### src/rtl/alu_issue_ctrl.sv
// Multi-cycle issue controller: accepts a MIPS word, decodes it, reads the register file,
// drives the ALU operand muxes/opcode, and hands the result back on a write-back handshake.
module alu_issue_ctrl #(
  parameter int unsigned DATA_W = 32,
  parameter int unsigned REG_AW = 5
) (
  input  logic              clk,
  input  logic              reset,
  input  logic              instr_valid,
  output logic              instr_ready,
  input  logic [31:0]       instr,
  output logic [REG_AW-1:0] rf_rs_addr,
  output logic [REG_AW-1:0] rf_rt_addr,
  input  logic [DATA_W-1:0] rf_rs_data,
  input  logic [DATA_W-1:0] rf_rt_data,
  output logic [1:0]        alu_in1_sel,
  output logic              alu_in2_sel,
  output logic [3:0]        alu_op,
  output logic [DATA_W-1:0] alu_in1,
  output logic [DATA_W-1:0] alu_in2,
  input  logic [DATA_W-1:0] alu_result,
  input  logic              alu_zero,
  output logic              wb_valid,
  input  logic              wb_ready,
  output logic [REG_AW-1:0] wb_addr,
  output logic [DATA_W-1:0] wb_data,
  output logic              wb_zero,
  output logic              illegal
);

  localparam logic [3:0] OpAnd = 4'b0000;
  localparam logic [3:0] OpOr  = 4'b0001;
  localparam logic [3:0] OpAdd = 4'b0010;
  localparam logic [3:0] OpXor = 4'b0011;
  localparam logic [3:0] OpNor = 4'b0100;
  localparam logic [3:0] OpSub = 4'b0110;
  localparam logic [3:0] OpSlt = 4'b0111;
  localparam logic [3:0] OpSll = 4'b1000;
  localparam logic [3:0] OpSrl = 4'b1001;
  localparam logic [3:0] OpSra = 4'b1010;
  localparam logic [3:0] OpLui = 4'b1011;

  localparam logic [1:0] In1Rt   = 2'b00;
  localparam logic [1:0] In1ZImm = 2'b01;
  localparam logic [1:0] In1SImm = 2'b10;

  typedef enum logic [2:0] {
    StIdle   = 3'd0,
    StDecode = 3'd1,
    StRead   = 3'd2,
    StExec   = 3'd3,
    StWb     = 3'd4
  } state_e;

  state_e r_state, w_state_next;

  logic [31:0]       r_instr;
  logic [3:0]        r_alu_op;
  logic [1:0]        r_in1_sel;
  logic              r_in2_sel;
  logic [REG_AW-1:0] r_dest;
  logic [15:0]       r_imm;
  logic [4:0]        r_shamt;
  logic [REG_AW-1:0] r_rs_addr;
  logic [REG_AW-1:0] r_rt_addr;
  logic [DATA_W-1:0] r_alu_in1;
  logic [DATA_W-1:0] r_alu_in2;
  logic [REG_AW-1:0] r_wb_addr;
  logic [DATA_W-1:0] r_wb_data;
  logic              r_wb_zero;

  logic              w_legal;
  logic [3:0]        w_op;
  logic [1:0]        w_in1_sel;
  logic              w_in2_sel;
  logic [REG_AW-1:0] w_dest;
  logic [5:0]        w_opcode;
  logic [5:0]        w_funct;

  assign w_opcode = r_instr[31:26];
  assign w_funct  = r_instr[5:0];

  // Decode works on the latched word so it is stable throughout DECODE.
  always_comb begin
    w_legal   = 1'b0;
    w_op      = OpAnd;
    w_in1_sel = In1Rt;
    w_in2_sel = 1'b0;
    w_dest    = r_instr[20:16];
    case (w_opcode)
      6'b000000: begin
        w_dest = r_instr[15:11];
        case (w_funct)
          6'b100000, 6'b100001: begin w_legal = 1'b1; w_op = OpAdd; end
          6'b100010, 6'b100011: begin w_legal = 1'b1; w_op = OpSub; end
          6'b100100:            begin w_legal = 1'b1; w_op = OpAnd; end
          6'b100101:            begin w_legal = 1'b1; w_op = OpOr;  end
          6'b100110:            begin w_legal = 1'b1; w_op = OpXor; end
          6'b100111:            begin w_legal = 1'b1; w_op = OpNor; end
          6'b101010:            begin w_legal = 1'b1; w_op = OpSlt; end
          6'b000000: begin w_legal = 1'b1; w_op = OpSll; w_in2_sel = 1'b1; end
          6'b000010: begin w_legal = 1'b1; w_op = OpSrl; w_in2_sel = 1'b1; end
          6'b000011: begin w_legal = 1'b1; w_op = OpSra; w_in2_sel = 1'b1; end
          default: w_legal = 1'b0;
        endcase
      end
      6'b001000, 6'b001001: begin w_legal = 1'b1; w_op = OpAdd; w_in1_sel = In1SImm; end
      6'b001010:            begin w_legal = 1'b1; w_op = OpSlt; w_in1_sel = In1SImm; end
      6'b001100:            begin w_legal = 1'b1; w_op = OpAnd; w_in1_sel = In1ZImm; end
      6'b001101:            begin w_legal = 1'b1; w_op = OpOr;  w_in1_sel = In1ZImm; end
      6'b001110:            begin w_legal = 1'b1; w_op = OpXor; w_in1_sel = In1ZImm; end
      6'b001111:            begin w_legal = 1'b1; w_op = OpLui; w_in1_sel = In1ZImm; end
      default: w_legal = 1'b0;
    endcase
  end

  always_ff @(posedge clk) begin
    if (reset) begin
      r_state <= StIdle;
    end else begin
      r_state <= w_state_next;
    end
  end

  always_comb begin
    w_state_next = r_state;
    instr_ready  = 1'b0;
    wb_valid     = 1'b0;
    illegal      = 1'b0;
    case (r_state)
      StIdle: begin
        instr_ready = 1'b1;
        if (instr_valid) w_state_next = StDecode;
      end
      StDecode: begin
        if (w_legal) begin
          w_state_next = StRead;
        end else begin
          illegal      = 1'b1;
          w_state_next = StIdle;
        end
      end
      StRead: w_state_next = StExec;
      StExec: w_state_next = (r_dest == '0) ? StIdle : StWb;
      StWb: begin
        wb_valid = 1'b1;
        if (wb_ready) w_state_next = StIdle;
      end
      default: w_state_next = StIdle;
    endcase
  end

  // Operand/ALU registers only move on the edges that leave DECODE, READ and EXEC, so they
  // hold their last values everywhere else.
  always_ff @(posedge clk) begin
    if (reset) begin
      r_instr   <= '0;
      r_alu_op  <= '0;
      r_in1_sel <= '0;
      r_in2_sel <= 1'b0;
      r_dest    <= '0;
      r_imm     <= '0;
      r_shamt   <= '0;
      r_rs_addr <= '0;
      r_rt_addr <= '0;
      r_alu_in1 <= '0;
      r_alu_in2 <= '0;
      r_wb_addr <= '0;
      r_wb_data <= '0;
      r_wb_zero <= 1'b0;
    end else begin
      case (r_state)
        StIdle: begin
          if (instr_valid) r_instr <= instr;
        end
        StDecode: begin
          if (w_legal) begin
            r_alu_op  <= w_op;
            r_in1_sel <= w_in1_sel;
            r_in2_sel <= w_in2_sel;
            r_dest    <= w_dest;
            r_imm     <= r_instr[15:0];
            r_shamt   <= r_instr[10:6];
            r_rs_addr <= r_instr[25:21];
            r_rt_addr <= r_instr[20:16];
          end
        end
        StRead: begin
          case (r_in1_sel)
            In1ZImm: r_alu_in1 <= {{(DATA_W-16){1'b0}}, r_imm};
            In1SImm: r_alu_in1 <= {{(DATA_W-16){r_imm[15]}}, r_imm};
            default: r_alu_in1 <= rf_rt_data;
          endcase
          r_alu_in2 <= r_in2_sel ? {{(DATA_W-5){1'b0}}, r_shamt} : rf_rs_data;
        end
        StExec: begin
          if (r_dest != '0) begin
            r_wb_addr <= r_dest;
            r_wb_data <= alu_result;
            r_wb_zero <= alu_zero;
          end
        end
        default: ;
      endcase
    end
  end

  assign rf_rs_addr  = r_rs_addr;
  assign rf_rt_addr  = r_rt_addr;
  assign alu_in1_sel = r_in1_sel;
  assign alu_in2_sel = r_in2_sel;
  assign alu_op      = r_alu_op;
  assign alu_in1     = r_alu_in1;
  assign alu_in2     = r_alu_in2;
  assign wb_addr     = r_wb_addr;
  assign wb_data     = r_wb_data;
  assign wb_zero     = r_wb_zero;

endmodule

### config.mk
export PLATFORM = sky130hd
export DESIGN_NAME = alu_issue_ctrl
export DESIGN_NICKNAME = d
export VERILOG_FILES = /design/src/rtl/alu_issue_ctrl.sv
export SDC_FILE = /design/constraint.sdc
export NUM_CORES = 1
export LEC_CHECK = 0
export CAP_MARGIN = 25
export CORE_MARGIN = 2
export CORE_UTILIZATION = 40
export CTS_CLUSTER_DIAMETER = 120
export CTS_CLUSTER_SIZE = 14
export DETAILED_ROUTE_END_ITERATION = 10
export PLACE_DENSITY = 0.79
export REMOVE_ABC_BUFFERS = 1
export SLEW_MARGIN = 5
export SYNTH_ARGS = -nofsm -noshare
export SYNTH_HDL_FRONTEND = slang
export SYNTH_SLANG_ARGS = --single-unit
### constraint.sdc
create_clock -name clk -period 2.3 [get_ports clk]
set_input_delay 0.46 -clock clk [delete_from_list [all_inputs] [get_ports clk]]
set_output_delay 0.46 -clock clk [all_outputs]
set_load 0.02 [all_outputs]
## After elaboration in Yosys (flattened, before gate mapping)

Cells that the tools add are included.
W data, S select, Z words.

- Register bits: 180
- Word-level logic and storage cells: 77
- Input port bits: 133

- Muxes and demuxes: 19
- Eq/ne operators: 26
- Reductions and logical operators: 17

Operators by type and width:

| kind | number |
|---|---|
| $pmux W32 S2 | 1 |
| $eq A6 B6 Y1 const B | 9 |
| $eq A6 B4 Y1 const B | 7 |
| $pmux W4 S9 | 1 |
| $mux W32 | 1 |
| $pmux W4 S6 | 1 |
| $pmux W3 S5 | 1 |
| $eq A6 B2 Y1 const B | 2 |
| $logic_not A6 Y1 | 2 |
| $reduce_or A12 Y1 | 1 |
| $mux W3 | 3 |
| $reduce_and A2 Y1 | 4 |
| $mux W1 | 7 |
| $reduce_or A7 Y1 | 1 |
| $eq A3 B2 Y1 const B | 2 |
| $reduce_or A2 Y1 | 3 |
| $reduce_or A3 Y1 | 2 |
| $logic_not A5 Y1 | 1 |
| $mux W5 | 1 |
| $reduce_bool A5 Y1 | 1 |
| $ne A2 B2 Y1 const B | 2 |
| $pmux W2 S2 | 1 |
| $reduce_or A4 Y1 | 1 |
| $eq A3 B1 Y1 const B | 1 |
| 6 further kinds | 6 |

## Longest topological paths before layout

Gate-level depths: netlist (run 1).

- Word-level depth: 6
- Depth in mapped cells: 8
- Mapped depth without buffers: 6

## Least setup slack after synthesis (run 1)

Ideal clock, no wire load.

- Path type: flip-flop to flip-flop
- Start: register r_in1_sel[0], in the netlist alu_in1_sel[0]
- End: register r_alu_in1[10], in the netlist alu_in1[10]
- Buffers on the path: 2
- Data required time: 2222 ps
- Period minus slack after synthesis: 1847 ps
- Setup time: 78 ps
- Stages on the path, launching flop included: 8
- Data arrival time: 1769 ps
- Slack: 453 ps
- Cells stage by stage: dfxtp_1 -> inv_1 -> ha_1 -> clkbuf_1 -> nor2_1 -> clkbuf_1 -> a221oi_1 -> nor3_1

- Word-level cells in the longest chain between the ends: 2
- Elaborated cells between the ends (all ways): 3
- Classes of those cells: 2 x eq/ne; 1 x mux

Ends and longest elaborated chain:

| item | RTL line | RTL |
|---|---|---|
| start: declaration | 59 | `logic [1:0] r_in1_sel;` |
| start signal: assignment | 179 | `r_in1_sel <= w_in1_sel;` |
| $eq A2 B2 Y1 / $eq A2 B1 Y1 (equally long branches) | 189 | `case (r_in1_sel)` |
| $pmux W32 S2 (*) | 189 |  |
| end signal: assignment | 190 | `In1ZImm: r_alu_in1 <= {{(DATA_W-16){1'b0}}, r_imm};` |
| end signal: assignment | 191 | `In1SImm: r_alu_in1 <= {{(DATA_W-16){r_imm[15]}}, r_imm};` |
| end signal: assignment | 192 | `default: r_alu_in1 <= rf_rt_data;` |
| end: declaration | 66 | `logic [DATA_W-1:0] r_alu_in1;` |

Every way passes the cells marked *; elsewhere a longest branch is shown, timed or not.
A chain may end at the register's enable or synchronous reset.

## Worst setup path in the final report (run 1)

- Start: register r_state[1]
- End: output instr_ready

- Word-level cells in the longest chain between the ends: 2

Ends and longest elaborated chain:

| item | RTL line | RTL |
|---|---|---|
| start: declaration | 55 | `state_e r_state, w_state_next;` |
| start signal: assignment | 119 | `r_state <= StIdle;` |
| start signal: assignment | 121 | `r_state <= w_state_next;` |
| $logic_not A3 Y1 | 130 | `case (r_state)` |
| $mux W1 | 130 |  |
| end: declaration | 10 | `output logic instr_ready,` |

Every way passes these cells.

==> metrics.cfg, run 1 <==
[status]
status = finished, final reports clean

[setup_path]
cp.arrival_ns = 1.74
critical_path_maximum_fanout = 8
cp-end-kind = output pin
rrSetupSlack_ns = 0.23
critPathKind = reg2out
startpoint_type = register
critical_path_required_ns = 1.84
register_to_register_path_depth = 6

[global_route]
grt_util_all_layers = 0.2164
antenna_violations_before_repair = 0
grt_pass1_wl_um = 31070
maximum_number_of_pins_on_one_net_before_global_route_repair = 176
grt_remaining_overflow = 0
first_global_vias = 6083

[floorplan]
io-pin-count = 255
die_y_um = 134.5
placement_rows = 47
chipWidth_um = 134.5
floorplan.die_area_um2 = 18100
coreArea_um2 = 16640
floorplan.initialDensity = 0.4095

[yosys]
top_cells_by_count_synth = 223 x nand2_1, 175 x dfxtp_1, 143 x a21oi_1
synthesis.area_per_instance_um2 = 8.182
fraction_of_registers_with_async_set_reset = 0
synth_seq_cells = 175
seq_area_frac_synth = 0.5140
postSynthCellCount = 833
synthTopCellsByArea = dfxtp_1 51%, nand2_1 12%, a21oi_1 11%
postSynth.topFlopCell = dfxtp_1
synth_warnings = 0
mappedNetlistArea_um2 = 6815
synthMostInstantiatedCell = nand2_1
number_of_distinct_library_cell_variants_in_the_gate_level_netlist_after_synthesis = 49
synth.largest_area_cell = dfxtp_1
synth-edff-count = 0
top_area_cell_type_share_of_the_netlist_area = 0.5140

[routing]
wire_per_inst_um = 15.41
dr.pass1.iters = 5
wl_um = 19940
ant_nets = 0
first_iter_violations = 391
via_count = 6557
vias_per_cell = 5.067
detail_route.drc_violations = 0

[power_and_ir_drop]
max-vdd-ir-drop_mv = 0.4879
power.density_nw_per_um2 = 691.0
switching_power_mw = 1.825
p_sw_frac = 0.2596
share_clk_of_total_power = 0.390
p_int_mw = 5.205
total_leakage_power_nw = 3.463
seqPwrFrac = 0.461
comb_power_share = 0.149

[sta]
finalHoldViolations = 0
slew_headroom = 0.4609
setup_repair_after_global_routing_missed_its_margin = no
setup_viol_count_final = 0
final-max-slew-violation-count = 0
transition_at_the_pin_with_the_smallest_max_transition_slack_ns = 0.8087
fmax_ghz = 0.4549
whs_ns = 0.4509
period_share = 0.9557
finClkSkew_ns = 0.01124
timing.final.crit_period_ns = 2.198

[cts]
cts_root_buffer = clkbuf_16
tritoncts = yes
clk_path_buf_depth = 2
clk_latency_ns = 0.42
cts-buffers-inserted = 17
cts.clk_slew.worst_paths_ns = 0.07
cts-hold-fix-buffers = 0
htree_num_levels = 4
tritoncts_num_sinks = 175

[placed_design]
place_congestion = 0.8529
placedCellCount = 1262
detailedPlacementHpwl_um = 13460
port-buffer-count = 254
dpl-instance-area_um2 = 9588

[final_layout]
regArea_um2 = 3508
final_cell_area_um2 = 10170
areaGrowthSynthToFinish_pct = 49.27
num_antenna_cells = 0
num-nets-final = 1196
final_cell_count_no_fill = 1294
multi_input_comb_area_um2 = 3019
fillerInstances = 1495
drive_above_1_share = 0.07635

[worst_hold_path]
min_path_cells = 2
hold_class = reg2reg

[flow_run]
cap_violations = 0

final timing paths:
path                                  start          end
worst max-delay path             r_state[1]  instr_ready
worst min-delay path            alu_in2[12]  alu_in2[12]
worst max register to register  r_instr[29]    r_dest[2]
worst min register to register  alu_in2[12]  alu_in2[12]
timing repair:
action,in CTS,in global routing
setup endpoints to repair,3,1
pin swaps,0,1
resized for setup,11,2
buffers inserted,0,0
flip-flops by register name, indices dropped and copies added, names as in the netlist:
| register | count |
|---|---|
| wb_addr | 5 |
| alu_in2 | 32 |
| alu_in2_sel | 1 |
| wb_data | 32 |
| rf_rt_addr | 5 |
| wb_zero | 1 |
| r_imm | 16 |
| alu_op | 4 |
| r_dest | 5 |
| alu_in1_sel | 2 |
| rf_rs_addr | 5 |
| r_instr | 32 |
| alu_in1 | 32 |
| r_state | 3 |
stage by stage:
stage	utilization	worst slack, ns	power (mW)	TNS [ns]
floorplan	-	-0.5063	3.744	-15.06
global placement	0.5761	0.05857	4.338	0
detailed placement	0.5761	0.06117	4.351	0
CTS	0.6106	0.04979	7.077	0
global route	0.6113	0.01427	7.310	0
finish	0.6113	0.1018	7.030	0
cell type report:
class / count / share of cell area
clock buffers: 19 / 0.04354
clock inverters: 13 / 0.01131
inverters: 6 / 0.002214
multi-input cells: 580 / 0.2968
flip-flops and latches: 175 / 0.3449
well taps: 220 / 0.02706
repair buffers: 281 / 0.2743
cells by family (layout without fill, tap and decap cells):
logic type	Yosys count	in the layout	share of synthesized area
mux	11	11	0.01616
compound gates	196	196	0.1751
xor+xnor	1	1	0.001285
simple gates	370	370	0.2394
fa+ha+maj	2	2	0.003671
buf+inv	78	319	0.05030
flops	175	175	0.5140
power groups by stage:
stage	Clock (mW)	Sequential (mW)	Combinational (mW)
2_1_floorplan	0	3.38	0.360
3_3_place_gp	0	3.30	1.04
3_5_place_dp	0	3.30	1.05
4_1_cts	2.78	3.24	1.06
5_1_grt	2.92	3.25	1.14
6_report	2.74	3.24	1.05
metal layers:
layer / share of wire / vias up / track usage
li1: - / 3281 / -
met1: 0.43 / 3049 / 0.2686
met2: 0.50 / 200 / 0.3747
met3: 0.054 / 27 / 0.04167
met4: 0.020 / 0 / 0.07778
met5: 0 / - / 0
placed cells by master (no fill, tap or decap), types with 3 or more instances in the layout:
master,Yosys,final
buf_12,0,4
a211oi_1,6,6
o21ai_1,5,4
clkbuf_16,0,17
a211oi_2,6,6
inv_1,6,6
mux2i_1,11,11
a21oi_1,143,143
nand2b_1,4,4
nor2_1,55,55
clkinv_2,0,4
clkdlybuf4s50_1,0,251
clkinvlp_4,0,4
a221oi_1,16,16
nand3b_1,31,31
nand2_1,223,223
a22oi_1,3,3
buf_4,4,23
nor3_1,36,34
dfxtp_1,175,173
critical path, cell delays in order (launching register included):
cell,delay (ns)
dfxtp_1,0.38
nor3_2,0.27
clkdlybuf4s50_1,0.66
(Power assumes the default switching activity.)
==> run 2: changes to the inputs <==
PLACE_DENSITY = 0.81   (was 0.79)
clock period = 1.8 ns   (was 2.3 ns; I/O delays follow)
==> run 2 against run 1 <==
  * The run now ends with setup timing left
  * Sequential share of layout area shrank 2.7 points
  * Via count rose by 4.6%
  * Register-to-register slack worse by 0.40 ns
  * Combinational power grew 52%
  * Total power grew 34%
  * Global-route usage rose by 1.0 points
  * Highest routed layer unchanged
  * Design area rose by 8.4%
  * Largest power group unchanged
  * Die area did not move
  * Clock power rose by 34%
  * Clock-buffer cell count stayed put
==> metrics.cfg, run 2 (same netlist as run 1, synthesis figures left out) <==
[power_and_ir_drop]
max-vdd-ir-drop_mv = 0.6623  ; +36%
total_leakage_power_nw = 4.141  ; +20%
p_sw_frac = 0.2601  ; +0.0005415
power.density_nw_per_um2 = 855.2  ; +24%
switching_power_mw = 2.453  ; +34%
p_int_mw = 6.977  ; +34%
share_clk_of_total_power = 0.390  ; about the same
comb_power_share = 0.170  ; +0.021
seqPwrFrac = 0.440  ; -0.021

[routing]
wire_per_inst_um = 16.04  ; +4.1%
dr.pass1.iters = 5  ; unchanged
via_count = 6858  ; +4.6%
vias_per_cell = 5.141  ; +1.5%
ant_nets = 0  ; unchanged
wl_um = 21400  ; +7.3%
first_iter_violations = 423  ; +8.2%
detail_route.drc_violations = 0  ; unchanged

[setup_path]
startpoint_type = register
worst_path_max_delay_cell = dfxtp_2
maximum_single_stage_delay_on_the_critical_path_ns = 0.34  ; -0.32 ns
crit_buf_inv = 1  ; unchanged
register_to_register_path_depth = 9  ; +3
cp.arrival_ns = 1.73  ; about the same
rrSetupSlack_ns = -0.17  ; -0.40 ns
reg_to_reg_endpoint = r_imm[13]
r2r-start = r_instr[28]
cp-end-kind = output pin
critPathKind = reg2out
critical_path_maximum_fanout = 3  ; -5
cpLargestDelayFamily = compound AO/OA/AOI/OAI gates
critical_path_required_ns = 1.44  ; -0.40 ns
crit_chain = nor2b_4 > a2111oi_4 > a21oi_1 > o221a_2 > buf_6

[cts]
tritoncts = yes
clk_path_buf_depth = 2  ; unchanged
htree_num_levels = 4  ; unchanged
tritoncts_num_sinks = 175  ; unchanged
cts.clk_slew.worst_paths_ns = 0.07  ; about the same
cts-buffers-inserted = 17  ; unchanged
clk_latency_ns = 0.43  ; about the same
cts_root_buffer = clkbuf_16
cts-hold-fix-buffers = 0  ; unchanged

[floorplan]
die_y_um = 134.5  ; unchanged
chipWidth_um = 134.5  ; unchanged
io-pin-count = 255  ; unchanged
floorplan.die_area_um2 = 18100  ; unchanged
coreArea_um2 = 16640  ; unchanged
floorplan.initialDensity = 0.4095  ; unchanged
placement_rows = 47  ; unchanged

[final_layout]
num-nets-final = 1236  ; +3.3%
mostFrequentLayoutCell = clkdlybuf4s50_1
areaGrowthSynthToFinish_pct = 61.80
final_cell_count_no_fill = 1334  ; +3.1%
final_cell_area_um2 = 11030  ; +8.4%
final_util = 0.6626  ; +0.05127
fillerInstances = 1342  ; -10%
drive_above_1_share = 0.1715  ; +0.09510
num_antenna_cells = 0  ; unchanged
layout_common_cells = 237 x clkdlybuf4s50_1, 185 x nand2_1, 170 x dfxtp_1

[placed_design]
setup_slack_placement_ns = -0.3584  ; -0.4196 ns
dpl-instance-area_um2 = 9878  ; +3.0%
place_congestion = 0.7781  ; -8.8%
placedCellCount = 1294  ; +2.5%
port-buffer-count = 254  ; unchanged
detailedPlacementHpwl_um = 13600  ; +1.0%

[sta]
period_share = 1.162
finClkSkew_ns = 0.01438  ; +0.003143 ns
setup_viol_count_final = 37  ; +37
post_route_setup_tns_ns = -3.753  ; -3.753 ns
transition_at_the_pin_with_the_smallest_max_transition_slack_ns = 0.8801  ; +0.07135 ns
fmax_ghz = 0.4780
final-max-slew-violation-count = 0  ; unchanged
finalHoldViolations = 0  ; unchanged
setup_repair_after_global_routing_missed_its_margin = yes
slew_headroom = 0.4133  ; -0.04757
fin_ws_ns = -0.2922  ; -0.3940 ns
timing.final.crit_period_ns = 2.092

[global_route]
maximum_number_of_pins_on_one_net_before_global_route_repair = 176  ; unchanged
grt_pass1_wl_um = 32920  ; +6.0%
antenna_violations_before_repair = 0  ; unchanged
grt_remaining_overflow = 0  ; unchanged
first_global_vias = 6512  ; +7.1%
grt_util_all_layers = 0.2266  ; +0.01025

[worst_hold_path]
hold_class = in2reg
min_path_cells = 4  ; +2
worstHoldEndpoint = alu_op[3]
timing.hold.worst.start = reset

[status]
status = finished with violations
violated_checks = setup timing

[flow_run]
cap_violations = 0  ; unchanged

-- run 2: cell count changes in the layout (fill, tap and decap cells not counted), moves of 13 or more --
cell / before / now
buf_4: 23 / 40
nand2_1: 223 / 185
buf_6: 1 / 14
a21oi_1: 143 / 126
a21oi_2: 0 / 17
clkdlybuf4s50_1: 251 / 237
nand2_2: 0 / 20
nand2_4: 0 / 18
-- run 2: routing by layer --
metal	vias up	routed length, um	global-route usage
met5	-	0	0
met4	0	457	0.08480
met3	37	1232	0.04279
met2	212	10840	0.3946
met1	3239	8867	0.2789
li1	3370	-	-
-- run 2: power groups by stage --
stage	combinational, mW	clock, mW	sequential (mW)
finish	1.60	3.68	4.15
floorplan	0.460	0	4.32
global placement	1.42	0	4.21
detailed placement	1.43	0	4.21
global route	1.73	3.91	4.16
CTS	1.56	3.74	4.13
-- run 2: through the flow --
step	hold WS, ns	power, mW
2_1_floorplan	0.4246	4.785
3_3_place_gp	0.4355	5.620
3_5_place_dp	0.4429	5.642
4_1_cts	0.3660	9.425
5_1_grt	0.3925	9.799
6_report	0.3762	9.430
-- run 2: how the worst max path moves through the flow --
stage | depth (start not counted) | startpoint | to | slack [ns]
6_report | 5 | r_instr[0] | illegal | -0.29
2_1_floorplan | 4 | r_state[1] | alu_in1[16] | -1.01
3_3_place_gp | 5 | r_instr[1] | illegal | -0.30
3_5_place_dp | 5 | r_instr[1] | illegal | -0.36
4_1_cts | 5 | r_instr[0] | illegal | -0.34
5_1_grt | 4 | r_instr[29] | illegal | -0.37
-- run 2: area by class of cell --
cell class | instances | area [um^2] | share of cell area
multi-input cells | 581 | 3352 | 0.3040
clock inverters | 13 | 136.4 | 0.01237
well taps | 220 | 275.3 | 0.02496
repair buffers | 320 | 3278 | 0.2973
clock buffers | 19 | 452.9 | 0.04108
flip-flops and latches | 175 | 3510 | 0.3183
inverters | 6 | 22.52 | 0.002042
-- run 2: worst register-to-register path, cell delays in order (launching register included) --
cell	delay (ns)
dfxtp_1	0.33
buf_4	0.17
and3b_1	0.27
buf_6	0.14
o21ai_4	0.07
buf_6	0.13
o221ai_4	0.31
buf_6	0.21
nand2_1	0.08
a21oi_1	0.18
-- run 2: timing repair --
action,CTS,global route
setup buffers,3,1
gates resized for setup,65,82
endpoints found under the setup margin,48,49
gates cloned,5,0
hold endpoints to repair,0,0
pin swaps,19,52
==> run 3: changes to the inputs <==
DONT_BUFFER_PORTS = 1   (was default)
PLACE_DENSITY = 0.61   (was 0.81)
==> run 3 against run 2 <==
  * Register-to-register slack lost 0.05 ns
  * Worst hold slack got worse by 0.34 ns
  * Largest power group unchanged
  * First-iteration DRC count shrank 28%
  * The run still ends with setup timing left
  * Critical path depth increased by 4
  * Core utilization down 16 points
  * Die area is the same
  * Design area down 23%
  * Total power is 8.7% lower
  * Sequential power is 3% higher
==> metrics.cfg, run 3 (same netlist as run 1, synthesis figures left out) <==
[setup_path]
critPathKind = reg2reg
cp.arrival_ns = 2.36  ; +0.63 ns
cpMostUsedCell = buf_6
worst_setup_path_startpoint = r_instr[28]
cp-end-kind = register
maximum_single_stage_delay_on_the_critical_path_ns = 0.35  ; about the same
r2r-start = r_instr[28]
cpLargestDelayFamily = buffers and inverters
crit_buf_inv = 4  ; +3
crit_chain = buf_4 > buf_6 > and3b_2 > o21ai_4 > buf_6 > o221ai_4 > clkbuf_16 > nand2_1 > a21oi_1
critical_path_required_ns = 2.14  ; +0.70 ns
startpoint_type = register
critical_path_maximum_fanout = 6  ; +3
worst_path_max_delay_cell = dfxtp_4

[power_and_ir_drop]
total_power_mw = 8.614  ; -8.7%
total_leakage_power_nw = 2.827  ; -32%
power.density_nw_per_um2 = 1020  ; +19%
max-vdd-ir-drop_mv = 0.6688  ; +0.97%

[worst_hold_path]
timing.hold.worst.start = reset
hold_class = in2reg

[global_route]
first_global_vias = 5167  ; -21%
grt_util_all_layers = 0.1893  ; -0.03734
maximum_number_of_pins_on_one_net_before_global_route_repair = 166  ; -5.7%
grt_remaining_overflow = 0  ; unchanged
grt_pass1_wl_um = 27270  ; -17%
antenna_violations_before_repair = 0  ; unchanged

[final_layout]
regArea_um2 = 3516  ; +0.18%
areaGrowthSynthToFinish_pct = 23.92
multi_input_comb_area_um2 = 3383  ; +0.93%
layout_common_cells = 194 x nand2_1, 169 x dfxtp_1, 118 x a21oi_1
num-nets-final = 974  ; -21%
num_antenna_cells = 0  ; unchanged
mostFrequentLayoutCell = nand2_1
drive_above_1_share = 0.2124  ; +0.04099
final_cell_count_no_fill = 1072  ; -20%
fillerInstances = 1581  ; +18%

[floorplan]
floorplan.initialDensity = 0.4095  ; unchanged
placement_rows = 47  ; unchanged
floorplan.die_area_um2 = 18100  ; unchanged
chipWidth_um = 134.5  ; unchanged
coreArea_um2 = 16640  ; unchanged
io-pin-count = 255  ; unchanged
die_y_um = 134.5  ; unchanged

[sta]
timing.final.crit_period_ns = 2.016  ; -0.07592 ns
post_route_setup_tns_ns = -5.339  ; -1.586 ns
fmax_ghz = 0.4960  ; +3.8%
final-max-slew-violation-count = 0  ; unchanged
fin_ws_ns = -0.2163  ; +0.07592 ns
transition_at_the_pin_with_the_smallest_max_transition_slack_ns = 0.4625  ; -0.4175 ns
finClkSkew_ns = 0.009514  ; -0.004869 ns
slew_headroom = 0.6913  ; +0.2780
setup_repair_after_global_routing_missed_its_margin = yes
setup_viol_count_final = 40  ; +8.1%
period_share = 1.120  ; -0.04218
finalHoldViolations = 0  ; unchanged

[routing]
detail_route.drc_violations = 0  ; unchanged
wl_um = 18680  ; -13%
vias_per_cell = 5.350  ; +4.1%
first_iter_violations = 305  ; -28%
ant_nets = 0  ; unchanged
dr.pass1.iters = 5  ; unchanged
wire_per_inst_um = 17.42  ; +8.6%
via_count = 5735  ; -16%

[cts]
clk_latency_ns = 0.42  ; about the same
htree_num_levels = 4  ; unchanged
cts_root_buffer = clkbuf_16
clk_path_buf_depth = 2  ; unchanged
tritoncts = yes
tritoncts_num_sinks = 175  ; unchanged
cts.clk_slew.worst_paths_ns = 0.06  ; about the same
cts-buffers-inserted = 17  ; unchanged

[placed_design]
detailedPlacementHpwl_um = 11780  ; -13%
place_congestion = 0.8120  ; +4.4%
placedCellCount = 1020  ; -21%
port-buffer-count = 0  ; -100%

[status]
status = finished with violations
violated_checks = setup timing

[flow_run]
cap_violations = 0  ; unchanged

## run 3: cell count changes in the layout (fill, tap and decap cells not counted), sizes merged, moves of 3 or more
cell           before  now
clkdlybuf4s50     237    0
buf                70   49
clkbuf             19   26
dlymetal6s2s        7    0
dlygate4sd2         6    0
dlygate4sd3         0    5
clkinvlp            1    5
clkinv              7    4
## run 3: area by class of cell
cell class,count,share of cell area
sequential,175,0.4163
multi-input combinational,580,0.4006
timing repair buffer,59,0.08237
clock buffer,21,0.05570
tap,220,0.03259
clock inverter,11,0.009778
inverter,6,0.002667
## run 3: per-layer routing
metal,global-route usage,part of all wire,vias to the layer above
met2,0.3112,0.48,197
met3,0.07207,0.078,31
met5,0,0,-
met1,0.2259,0.42,2675
met4,0.06901,0.021,0
li1,-,-,2832
## run 3: worst paths after layout
path / end / slack (ns) / cells after the start
min reg2reg: rf_rs_addr[4] / 0.45 / 2
min: wb_addr[2] / 0.03 / 1
max: r_imm[13] / -0.22 / 9
max reg2reg: r_imm[13] / -0.22 / 9
## run 3: what timing repair did
item / in CTS / in global routing
resized for setup: 10 / 118
hold endpoints to repair: 2 / 0
setup endpoints to repair: 11 / 58
hold buffers: 5 / 0
setup buffers: 3 / 5
pin swaps: 4 / 46
cloned: 0 / 7
## run 3: through the flow
step	util	hold slack (ns)	instance area, um^2	setup slack, ns
5_1_grt	0.5075	0.0001286	8446	-0.2933
6_report	0.5075	0.03330	8446	-0.2163
3_5_place_dp	0.4312	0.4393	7176	0.002114
2_1_floorplan	-	0.4246	6495	-1.006
4_1_cts	0.4711	0.001479	7840	-0.2275
3_3_place_gp	0.4305	0.4345	7164	-0.2277
## run 3: where the power goes
part | leakage (nW) | internal, mW | switching, mW
combinational | 1.15 | 0.429 | 0.496
clock | 0.258 | 1.88 | 1.53
sequential | 1.42 | 4.03 | 0.243
total | 2.83 | 6.34 | 2.27
==> RTL edit (flow settings as in run 3) <==
Change the parameter `DATA_W` from 32 to 16.
--- a/src/rtl/alu_issue_ctrl.sv
+++ b/src/rtl/alu_issue_ctrl.sv
@@ -1,7 +1,7 @@
 // Multi-cycle issue controller: accepts a MIPS word, decodes it, reads the register file,
 // drives the ALU operand muxes/opcode, and hands the result back on a write-back handshake.
 module alu_issue_ctrl #(
-  parameter int unsigned DATA_W = 32,
+  parameter int unsigned DATA_W = 16,
   parameter int unsigned REG_AW = 5
 ) (
   input  logic              clk,
Ports: changed (6 resized); port bits go from 255 to 159. The function was not compared with the original's and may differ.
==> RTL edit against run 3 <==
The flow still finishes with violations (negative setup slack). Global-route usage shrank 0.50 points. Setup slack lost 0.030 ns. Routed wire length shrank 31%. Area after synthesis shrank 25%. Final area shrank 24%. Power shrank 13%. Synthesized cell count shrank 29%. Sequential cell count shrank 48. Largest cell class unchanged. Largest power group is now clock. Highest routed layer unchanged.
==> RTL edit: results (changes against run 3) <==
GRT.TOTAL_USAGE=0.184  # was 0.189
YOSYS-TOP-CELLS-AREA='sky130_fd_sc_hd__dfxtp_1 (50%), sky130_fd_sc_hd__nand2_1 (10%), sky130_fd_sc_hd__mux2i_1 (8.6%)'  # was sky130_fd_sc_hd__dfxtp_1 (51%), sky130_fd_sc_hd__nand2_1 (12%), sky130_fd_sc_hd__a21oi_1 (11%)
TIMING.CRITICAL_PATH.MAX_DELAY_FAMILY='compound AO/OA/AOI/OAI gates'  # was buffers and inverters
VIOLATIONS='negative setup slack'  # unchanged
FIRST_ITER_VIOLATIONS=214  # was 305
WORST_HOLD_PATH_TYPE='input pin to flip-flop'  # unchanged
GRT_PASS1_VIAS=4114  # was 5167
PLACEMENT.CELL_AREA_UM2=5510  # was 7180 um^2
DETAILEDROUTE.FIRSTPASSITERATIONCOUNT=4  # was 5
CP_MAX_FO=3  # was 6
FLIP_FLOP_COUNT_OF_THE_LARGEST_REGISTER_ALL_COPIES_AND_WORDS_ADDED=32
LARGEST-REGISTER='r_instr'
GRT_MAX_DEGREE=129  # was 166
FINALCLOCKSKEW_NS=0.00693  # was 0.00951 ns
PEAKVDDDROP_V=0.000678  # was 0.000669 V
HPWL_UM=8630  # was 11800 um
WIRE_LENGTH_OF_THE_FIRST_GLOBAL_ROUTING_PASS_UM=20300  # was 27300 um
FINALWEIGHTEDCONGESTION=0.782  # was 0.812
VIAS=4209  # was 5735
FINAL_LAYOUT_SIZE_SUFFIX_GT1_FRAC=0.202  # was 0.212
CRITPATHARRIVALTIME_NS=1.69  # was 2.36 ns
REPORTED_LEAKAGE_POWER_nW=2.49  # was 2.83 nW
POST_SYNTH_NUM_CELL_TYPES=43  # was 49
CTS_HTREE_LEVELS=4  # unchanged
OUTCOME='finished, violations left'  # unchanged
CRITICAL_PATH.SLOWEST_CELL='sky130_fd_sc_hd__a2111oi_4'  # was sky130_fd_sc_hd__dfxtp_4
YS_SEQ_AREA_FRAC=0.495  # was 0.514
ROUTE.DETAILED.WL_PER_INST_UM=15.9  # was 17.4 um
SETUP_WS_NS=-0.247  # was -0.216 ns
CRITPATHMAXSTAGEDELAY_NS=0.37  # was 0.35 ns
DETAILEDPLACE.WORSTSLACK_NS=-0.0204  # was 0.00211 ns
SYNTH_TOP_CELLS_BY_COUNT='sky130_fd_sc_hd__nand2_1 (139), sky130_fd_sc_hd__dfxtp_1 (127), sky130_fd_sc_hd__a21oi_1 (76)'  # was sky130_fd_sc_hd__nand2_1 (223), sky130_fd_sc_hd__dfxtp_1 (175), sky130_fd_sc_hd__a21oi_1 (143)
WORST_SLEW_MARGIN_REL=0.745  # was 0.691
CLOCK_TREE.BUFFER_DEPTH=2  # unchanged
LAYOUT.NETS=707  # was 974
REPORT.FINAL.SETUP_VIOL=1  # was 40
-- RTL edit: timing repair --
item	CTS	global route
endpoints found under the hold margin	0	0
pin swaps	2	7
setup buffers	2	12
gates cloned	0	3
endpoints found under the setup margin	27	37
hold buffers	0	0
gates resized for setup	9	32
-- RTL edit: layout make-up --
class | instances | area (um^2)
fill | 1181 | 6190
tap | 172 | 215
timing repair buffer | 55 | 513
multi-input combinational | 418 | 2450
inverter | 3 | 11.3
clock inverter | 13 | 188
clock buffer | 19 | 453
sequential | 127 | 2550
-- RTL edit: cells by family after synthesis --
family	Yosys count	share of synthesized area
mux	44	0.0858
flops	127	0.495
xor+xnor	2	0.00341
buf+inv	50	0.0465
compound gates	129	0.163
simple gates	242	0.206
-- RTL edit: path summary, 6_finish.rpt --
check	start	endpoint	slack (ns)	cells past startpoint
worst max-delay path	r_instr[3]	illegal	-0.25	6
worst max register to register	r_instr[30]	r_dest[3]	0	7
worst min register to register	r_instr[7]	r_imm[7]	0.45	2
worst min-delay path	reset	rf_rs_addr[0]	0.03	1
-- RTL edit: metrics by stage --
step / total power, W / std cells / hold slack (ns) / utilization / setup TNS [ns]
after CTS: 0.00747 / 793 / 0.00176 / 0.493 / -0.270
final: 0.00746 / 807 / 0.0300 / 0.508 / -0.247
after global placement: 0.00377 / 759 / 0.431 / 0.439 / 0
after floorplan: 0.00353 / 547 / 0.425 / - / -41.13
after detailed placement: 0.00380 / 759 / 0.439 / 0.439 / -0.121
after global routing: 0.00775 / 807 / 0.00664 / 0.508 / -0.491
-- RTL edit: layer usage --
layer  vias to the layer above  wire, um  track usage
met4                         0       275       0.0791
met3                        21       828       0.0642
met2                       144      6320        0.314
li1                       2087         -            -
met1                      1957      5400        0.209
met5                         -         0            0
-- RTL edit: power by group --
part | total [W] | leakage [nW] | switching, W | internal [W]
clock | 0.00363 | 0.305 | 0.00124 | 0.00239
combinational | 0.000751 | 1.15 | 0.000406 | 0.000345
sequential | 0.00308 | 1.03 | 0.000145 | 0.00293
